==> config.mk <==
export PLATFORM = sky130hd
export DESIGN_NAME = uart_tx
export DESIGN_NICKNAME = d
export VERILOG_FILES = /design/src/rtl/uart_pkg.sv /design/src/rtl/uart_bit_timer.sv /design/src/rtl/uart_tx.sv
export SDC_FILE = /design/constraint.sdc
export NUM_CORES = 1
export LEC_CHECK = 0
export BUFFER_PORTS_ARGS = -buffer_cell sky130_fd_sc_hd__buf_2
export CAP_MARGIN = 25
export CORE_MARGIN = 1.5
export CORE_UTILIZATION = 54
export CTS_CLUSTER_DIAMETER = 80
export DETAILED_ROUTE_END_ITERATION = 10
export GPL_ROUTABILITY_DRIVEN = 1
export HOLD_SLACK_MARGIN = 0.02
export PLACE_DENSITY = 0.76
export SYNTH_ARGS = -nofsm -noshare
export SYNTH_HDL_FRONTEND = slang
export SYNTH_SLANG_ARGS = --single-unit
==> constraint.sdc <==
create_clock -name i_clk -period 2 [get_ports i_clk]
set_input_delay 0.4 -clock i_clk [delete_from_list [all_inputs] [get_ports i_clk]]
set_output_delay 0.4 -clock i_clk [all_outputs]
set_load 0.1 [all_outputs]
==> src/rtl/uart_pkg.sv <==
// Shared UART definitions: FSM states, word-length encoding and helpers.
package uart_pkg;

   localparam int OVERSAMPLE_DEF = 16;

   typedef enum logic [2:0] {
      IDLE,
      START,
      DATA,
      PARITY,
      STOP
   } uart_state_e;

   localparam logic [1:0] DBITS_5 = 2'd0;
   localparam logic [1:0] DBITS_6 = 2'd1;
   localparam logic [1:0] DBITS_7 = 2'd2;
   localparam logic [1:0] DBITS_8 = 2'd3;

   // Word length in bits for a data_bits code (5..8).
   function automatic logic [3:0] data_len(input logic [1:0] dbits);
      return 4'd5 + {2'b00, dbits};
   endfunction

   // Mask selecting the bits actually sent for a data_bits code.
   function automatic logic [7:0] data_mask(input logic [1:0] dbits);
      return 8'hFF >> (2'd3 - dbits);
   endfunction

endpackage

==> src/rtl/uart_bit_timer.sv <==
// Counts oversampling baud ticks and flags the last tick of each bit period.
module uart_bit_timer #(
   parameter int OVERSAMPLE = 16
) (
   input  logic i_clk,
   input  logic i_rst_n,
   input  logic i_clr,
   input  logic i_tick,
   output logic o_bit_done
);

   localparam int CW = $clog2(OVERSAMPLE);

   logic [CW-1:0] cnt;

   // OVERSAMPLE is a power of two, so the counter wraps to 0 on bit_done.
   assign o_bit_done = i_tick && !i_clr && (cnt == CW'(OVERSAMPLE - 1));

   always_ff @(posedge i_clk or negedge i_rst_n) begin
      if (!i_rst_n)
         cnt <= '0;
      else if (i_clr)
         cnt <= '0;
      else if (i_tick)
         cnt <= cnt + 1'b1;
   end

endmodule

==> src/rtl/uart_tx.sv <==
// UART transmit serializer fed by a first-word-fall-through fifo.
// Parity generation is built only when UART_TX_PARITY_EN is defined.
module uart_tx
   import uart_pkg::*;
#(
   parameter int WIDTH      = 8,
   parameter int OVERSAMPLE = OVERSAMPLE_DEF
) (
   input  logic             i_clk,
   input  logic             i_rst_n,
   input  logic             i_baud_tick,
   input  logic [WIDTH-1:0] i_fifo_data,
   input  logic             i_fifo_empty,
   output logic             o_fifo_rd,
   input  logic [1:0]       i_data_bits,
   input  logic             i_stop2,
   input  logic             i_parity_en,
   input  logic             i_parity_odd,
   output logic             o_tx,
   output logic             o_busy
);

   uart_state_e      state, state_n;
   logic [WIDTH-1:0] shift, shift_n;
   logic [2:0]       bit_cnt, bit_cnt_n;
   logic [2:0]       last_idx;
   logic [1:0]       dbits_q;
   logic             stop2_q;
   logic             tx_q, tx_n;
   logic             busy_q;
   logic             pop;
   logic             bit_done;
   logic             timer_clr;

`ifdef UART_TX_PARITY_EN
   logic par_en_q;
   logic par_bit_q;
`else
   logic unused_parity_cfg;
   assign unused_parity_cfg = i_parity_en ^ i_parity_odd;
`endif

   assign timer_clr = (state == IDLE);
   assign last_idx  = 3'd4 + {1'b0, dbits_q};

   uart_bit_timer #(
      .OVERSAMPLE (OVERSAMPLE)
   ) u_bit_timer (
      .i_clk      (i_clk),
      .i_rst_n    (i_rst_n),
      .i_clr      (timer_clr),
      .i_tick     (i_baud_tick),
      .o_bit_done (bit_done)
   );

   always_comb begin
      state_n   = state;
      shift_n   = shift;
      bit_cnt_n = bit_cnt;
      pop       = 1'b0;
      case (state)
         IDLE: begin
            // Gated by reset so no pop strobe leaks out while held in reset.
            if (!i_fifo_empty && i_rst_n) begin
               pop       = 1'b1;
               state_n   = START;
               shift_n   = i_fifo_data;
               bit_cnt_n = '0;
            end
         end
         START: if (bit_done) state_n = DATA;
         DATA: begin
            if (bit_done) begin
               shift_n = shift >> 1;
               if (bit_cnt == last_idx) begin
                  bit_cnt_n = '0;
`ifdef UART_TX_PARITY_EN
                  state_n   = par_en_q ? PARITY : STOP;
`else
                  state_n   = STOP;
`endif
               end else begin
                  bit_cnt_n = bit_cnt + 1'b1;
               end
            end
         end
`ifdef UART_TX_PARITY_EN
         PARITY: if (bit_done) state_n = STOP;
`endif
         STOP: begin
            if (bit_done) begin
               if (stop2_q && (bit_cnt == 3'd0)) begin
                  bit_cnt_n = 3'd1;
               end else begin
                  bit_cnt_n = '0;
                  state_n   = IDLE;
               end
            end
         end
         default: state_n = IDLE;
      endcase
   end

   // Line level is registered from the next state so it changes with the state.
   always_comb begin
      tx_n = 1'b1;
      case (state_n)
         START:  tx_n = 1'b0;
         DATA:   tx_n = shift_n[0];
`ifdef UART_TX_PARITY_EN
         PARITY: tx_n = par_bit_q;
`endif
         default: tx_n = 1'b1;
      endcase
   end

   always_ff @(posedge i_clk or negedge i_rst_n) begin
      if (!i_rst_n) begin
         state     <= IDLE;
         shift     <= '0;
         bit_cnt   <= '0;
         dbits_q   <= DBITS_5;
         stop2_q   <= 1'b0;
         tx_q      <= 1'b1;
         busy_q    <= 1'b0;
`ifdef UART_TX_PARITY_EN
         par_en_q  <= 1'b0;
         par_bit_q <= 1'b0;
`endif
      end else begin
         state   <= state_n;
         shift   <= shift_n;
         bit_cnt <= bit_cnt_n;
         tx_q    <= tx_n;
         busy_q  <= (state_n != IDLE);
         if (pop) begin
            dbits_q   <= i_data_bits;
            stop2_q   <= i_stop2;
`ifdef UART_TX_PARITY_EN
            par_en_q  <= i_parity_en;
            par_bit_q <= (^(i_fifo_data & data_mask(i_data_bits))) ^ i_parity_odd;
`endif
         end
      end
   end

   assign o_fifo_rd = pop;
   assign o_tx      = tx_q;
   assign o_busy    = busy_q;

endmodule
# Word level (Yosys, flattened, before mapping)
# Index checks and enable logic that the tools add are counted.
# W data, S select, Z words.
dict set report totals {
  ff_bits 23
  inputBits 17
  elab_cells 57
}
dict set report op_classes {
  n_addsub 3
  n_eq_ne 10
  n_mux 21
  n_reduce_logical 14
}
# op n
set op_table {}
lappend op_table {{$mux W3} 10}
lappend op_table {{$mux W8} 2}
lappend op_table {{$pmux W8 S2} 1}
lappend op_table {{$pmux W3 S4} 1}
lappend op_table {{$pmux W3 S3} 1}
lappend op_table {{$mux W4} 2}
lappend op_table {{$eq A3 B1 Y1 const B} 2}
lappend op_table {{$eq A3 B2 Y1 const B} 2}
lappend op_table {{$logic_not A3 Y1} 2}
lappend op_table {{$ne A2 B2 Y1 const B} 3}
lappend op_table {{$reduce_bool A3 Y1} 2}
lappend op_table {{$add A4 B1 Y4 const B} 1}
lappend op_table {{$eq A4 B4 Y1 const B} 1}
lappend op_table {{$logic_and A1 B1 Y1} 4}
lappend op_table {{$reduce_and A4 Y1} 1}
lappend op_table {{$reduce_bool A2 Y1} 2}
lappend op_table {{$add A3 B1 Y3 const B} 1}
lappend op_table {{$add A3 B2 Y3 const A} 1}
lappend op_table {{$eq A3 B3 Y1} 1}
lappend op_table {{$eq A3 B3 Y1 const B} 1}
lappend op_table {{$mux W1} 3}
lappend op_table {{$reduce_and A3 Y1} 1}
lappend op_table {{$logic_not A1 Y1} 2}
lappend op_table {{$pmux W1 S2} 1}

# Logic depth before layout (Yosys ltp)
dict set report depth {
  word_depth 8
  mapped_depth 6
}

# Modules after synthesis
# Synthesis repeated with hierarchy kept, for this count alone.
dict set report unflattened {
  hier_cells 119
  hier_area_um2 1196.1
}
# mod n_inst cells_per_inst area_each_um2 seq_area_each_um2
set by_module_without_submodules {}
lappend by_module_without_submodules {uart_tx 1 101 968.4 476.7}
lappend by_module_without_submodules {uart_bit_timer 1 18 227.7 100.1}

# Worst setup path after synthesis
# Ideal clock, no wire load.
dict set report synth_timing {
  kind {flip-flop to flip-flop}
  from {reg state[0]}
  to {reg dbits_q[0]}
  setup_time_ns 0.125
  arrival_time_ns 1.685
  t_required_ns 1.875
  setup_slack_ns 0.190
  path_stages_with_launch 6
  path_buffers 2
  path_cell_list {dfrtp_1 buf_6 nor3_4 and2_1 buf_4 mux2_2}
}
dict set report synth_via {
  elab_chain_cells 2
}
# item line
set synth_lines {}
lappend synth_lines {{start, declared} uart_tx.sv:23} ;# uart_state_e state, state_n;
lappend synth_lines {{start signal, assigned} uart_tx.sv:131} ;# state <= state_n;
lappend synth_lines {{$logic_not A3 Y1} uart_tx.sv:61} ;# case (state)
lappend synth_lines {{$mux W1} uart_tx.sv:61}
lappend synth_lines {{via o_fifo_rd} uart_tx.sv:14} ;# output logic o_fifo_rd,
lappend synth_lines {{end signal, assigned} uart_tx.sv:137} ;# dbits_q <= i_data_bits;
lappend synth_lines {{end, declared} uart_tx.sv:27} ;# logic [1:0] dbits_q;
# The timed path passes the listed nets, and every way through them passes these cells.
# A chain may end at the register's enable or synchronous reset.

# Worst setup path after layout
dict set report layout_timing {
  from {reg state[0]}
  to {out o_fifo_rd}
}
dict set report layout_via {
  elab_chain_cells 2
}
# item line
set layout_lines {}
lappend layout_lines {{$logic_not A3 Y1} uart_tx.sv:61}
lappend layout_lines {{$mux W1} uart_tx.sv:61}
lappend layout_lines {{end, declared} uart_tx.sv:14}
# No other way between the ends.

==> impl_metrics.json <==
{
  "grt_max_degree": 24,
  "slowest_stage": "dfrtp_2",
  "drt_iter0_markers": 23,
  "synth_cell_types": 40,
  "fin_crit_sh_pct": 96.4,
  "fin_ws_ns": 0.0726,
  "rows": 16,
  "portBuffers": 17,
  "crit_path_start_kind": "flip-flop",
  "status": "completed",
  "synth_edf_count": 0,
  "hold_violations": 0,
  "swShare_pct": 41.8,
  "clockBufferDepth": 2,
  "worst_pin_slew_ns": 0.493,
  "hpwlAfterDp_um": 1490,
  "placedCellCount": 149,
  "vdd_drop_max_v": 0.000815,
  "dp_worst_setup_slack_ns": 0.282,
  "synth_top_cells_by_count": "dfrtp_1, a22o_1, a21o_1, nor2_1, xor2_1",
  "end_kind": "output pin",
  "fin_util_pct": 66.9,
  "critical_path_class": "reg2out",
  "gp_congestion": 0.821,
  "p_int_w": 0.00108,
  "postSynthRegisterBits": 23,
  "ios": 20,
  "cts_tree": "built",
  "synth_top_area_share_pct": 46.6,
  "clkPwrFrac_pct": 11.5,
  "yosysSeqAreaShare_pct": 48.8,
  "die-area_um2": 2480,
  "finalNonFillerCells": 153,
  "synth_nets": 125,
  "antenna_found_initial": 0,
  "fillers": 178,
  "slew_violations": 0,
  "cap_violations": 0,
  "leakage_nw": 0.638,
  "pwr-share-seq_pct": 45.9,
  "die_w_um": 49.8,
  "track_usage_pct": 19.2,
  "critPathMaxStageDelay_ns": 0.51,
  "power.density_nw_per_um2": 1380,
  "clk_latency_ns": 0.31,
  "finalClockSkew_ns": 0.00346,
  "worstPathMaxFanout": 10,
  "setup_tns_ns": 0,
  "syn_area_um2": 1180,
  "setup_viol": 0,
  "arrival_ns": 1.53,
  "post-synth-top-count-cell": "dfrtp_1",
  "ant_nets": 0,
  "maxSlewHeadroom_pct": 67.1,
  "synth_warnings": 0,
  "avgSynthCellArea_um2": 11.2,
  "routed-via-count": 839,
  "grt_pass1_wl_um": 3590,
  "fin_nets": 147,
  "wl_per_cell_um": 13.2,
  "hp-class": "in2async",
  "max_freq_ghz": 0.519,
  "synth_flop_cell": "dfrtp_1",
  "initial_core_util_pct": 59.0,
  "synthArstFlopShare_pct": 100,
  "htree_levels": 1,
  "wl_um": 2010,
  "crit_chain": "nor3_4, and2_1, buf_12",
  "area_delta_synth_final_pct": 13.5,
  "cts_sinks": 23,
  "dr.pass1.iters": 4,
  "die_y_um": 49.8,
  "synth_cells": 105,
  "grt_setup_unrepaired": "false",
  "first_global_vias": 797,
  "n_antenna_cell": 0,
  "drive_gt1_share_pct": 28.6,
  "power_w": 0.00185,
  "period_needed_ns": 1.93,
  "routed_via_density": 5.48,
  "switchingPower_w": 0.000772,
  "cts_root_buf": "clkbuf_4",
  "holdBufCountCts": 0,
  "synth.top_cells.by_area": "dfrtp_1, a22o_1, a21o_1",
  "clkTransAtPathRegs_ns": 0.12,
  "worstPathRequired_ns": 1.60,
  "numCtsBuffers": 3,
  "drc": 0,
  "power_frac_comb_pct": 42.7,
  "overflow": 0,
  "core-area_um2": 2000,
  "yosysTopAreaCell": "dfrtp_1"
}
-- state kept, by name (all words and copies together), names as in the netlist --
name / cells
bit_cnt: 3
dbits_q: 2
o_busy: 1
o_tx: 1
shift: 8
state: 3
stop2_q: 1
u_bit_timer.cnt: 4
-- logic make-up after synthesis --
family                   count (synthesis)  synth area share, %
AND/OR/NAND/NOR                         32                 17.5
adder cells (fa/ha/maj)                  3                 3.18
buffers and inverters                    9                 4.55
flip-flops                              23                 48.8
XOR/XNOR                                 7                 5.19
AO/OA/AOI/OAI                           26                 16.2
multiplexers                             5                 4.55
-- worst max-delay path, delay by kind of cell, from the launching register on --
kind / cells / cell delay, ns
DFF: 1 / 0.51
and+or+nand+nor: 2 / 0.49
buffers and inverters: 1 / 0.21
-- final timing paths --
| check | cells past startpoint | endpoint | slack (ns) | start |
|---|---|---|---|---|
| min reg2reg | 1 | shift[2] | 0.50 | shift[2] |
| min | 2 | state[2] | 0.06 | i_rst_n |
| min in group i_clk | 2 | dbits_q[1] | 0.32 | i_data_bits[1] |
| max | 3 | o_fifo_rd | 0.07 | state[0] |
| max reg2reg | 4 | shift[7] | 0.35 | state[2] |
| max in group asynchronous | 2 | o_tx | 1.67 | i_rst_n |
-- power by group through the flow --
stage / Clock (W) / Sequential (W) / Combinational (W)
after floorplan: 0 / 0.000932 / 0.000550
after global routing: 0.000246 / 0.000876 / 0.000871
after global placement: 0 / 0.000841 / 0.000766
after CTS: 0.000221 / 0.000843 / 0.000795
after detailed placement: 0 / 0.000854 / 0.000791
final: 0.000212 / 0.000849 / 0.000789
-- per-layer routing --
metal	global-route usage [%]	share of wire, %	vias up
met5	0	0	-
met4	6.94	0	0
met3	3.64	3.4	0
met2	28.4	47	19
met1	28.2	49	401
li1	-	-	419
-- metrics by stage --
step                      area, um2  hold WS, ns
after floorplan                1180        0.104
after global placement         1310        0.400
after detailed placement       1310        0.405
after CTS                      1340       0.0483
after global routing           1340       0.0559
final                          1340       0.0558
-- cells in the final DEF (no fill, tap or decap), types with 2 or more instances in the layout --
cell,n
nand2_1,5
inv_1,5
clkbuf_4,3
nand3b_1,2
xor2_1,6
a22o_1,8
a21oi_1,4
mux2i_1,2
nand4_1,2
a21o_1,7
nor3_1,2
buf_4,4
dfrtp_1,20
ha_1,3
nor2_1,6
mux2_2,3
dfrtp_2,2
o21ai_0,2
buf_2,16
-- layout make-up --
cell class / instances / area [um2] / area share (%)
Sequential cell: 23 / 579 / 43.2
Multi-Input combinational cell: 73 / 551 / 41.1
Timing Repair Buffer: 21 / 130 / 9.71
Tap cell: 27 / 33.8 / 2.52
Clock buffer: 3 / 22.5 / 1.68
Inverter: 5 / 18.8 / 1.40
Clock inverter: 1 / 5.00 / 0.373
-- what timing repair did --
action / CTS / global route
endpoints found under the setup margin: 0 / 1
setup buffers: 0 / 0
resized for setup: 0 / 2
Power figures use the tool's default switching activity.
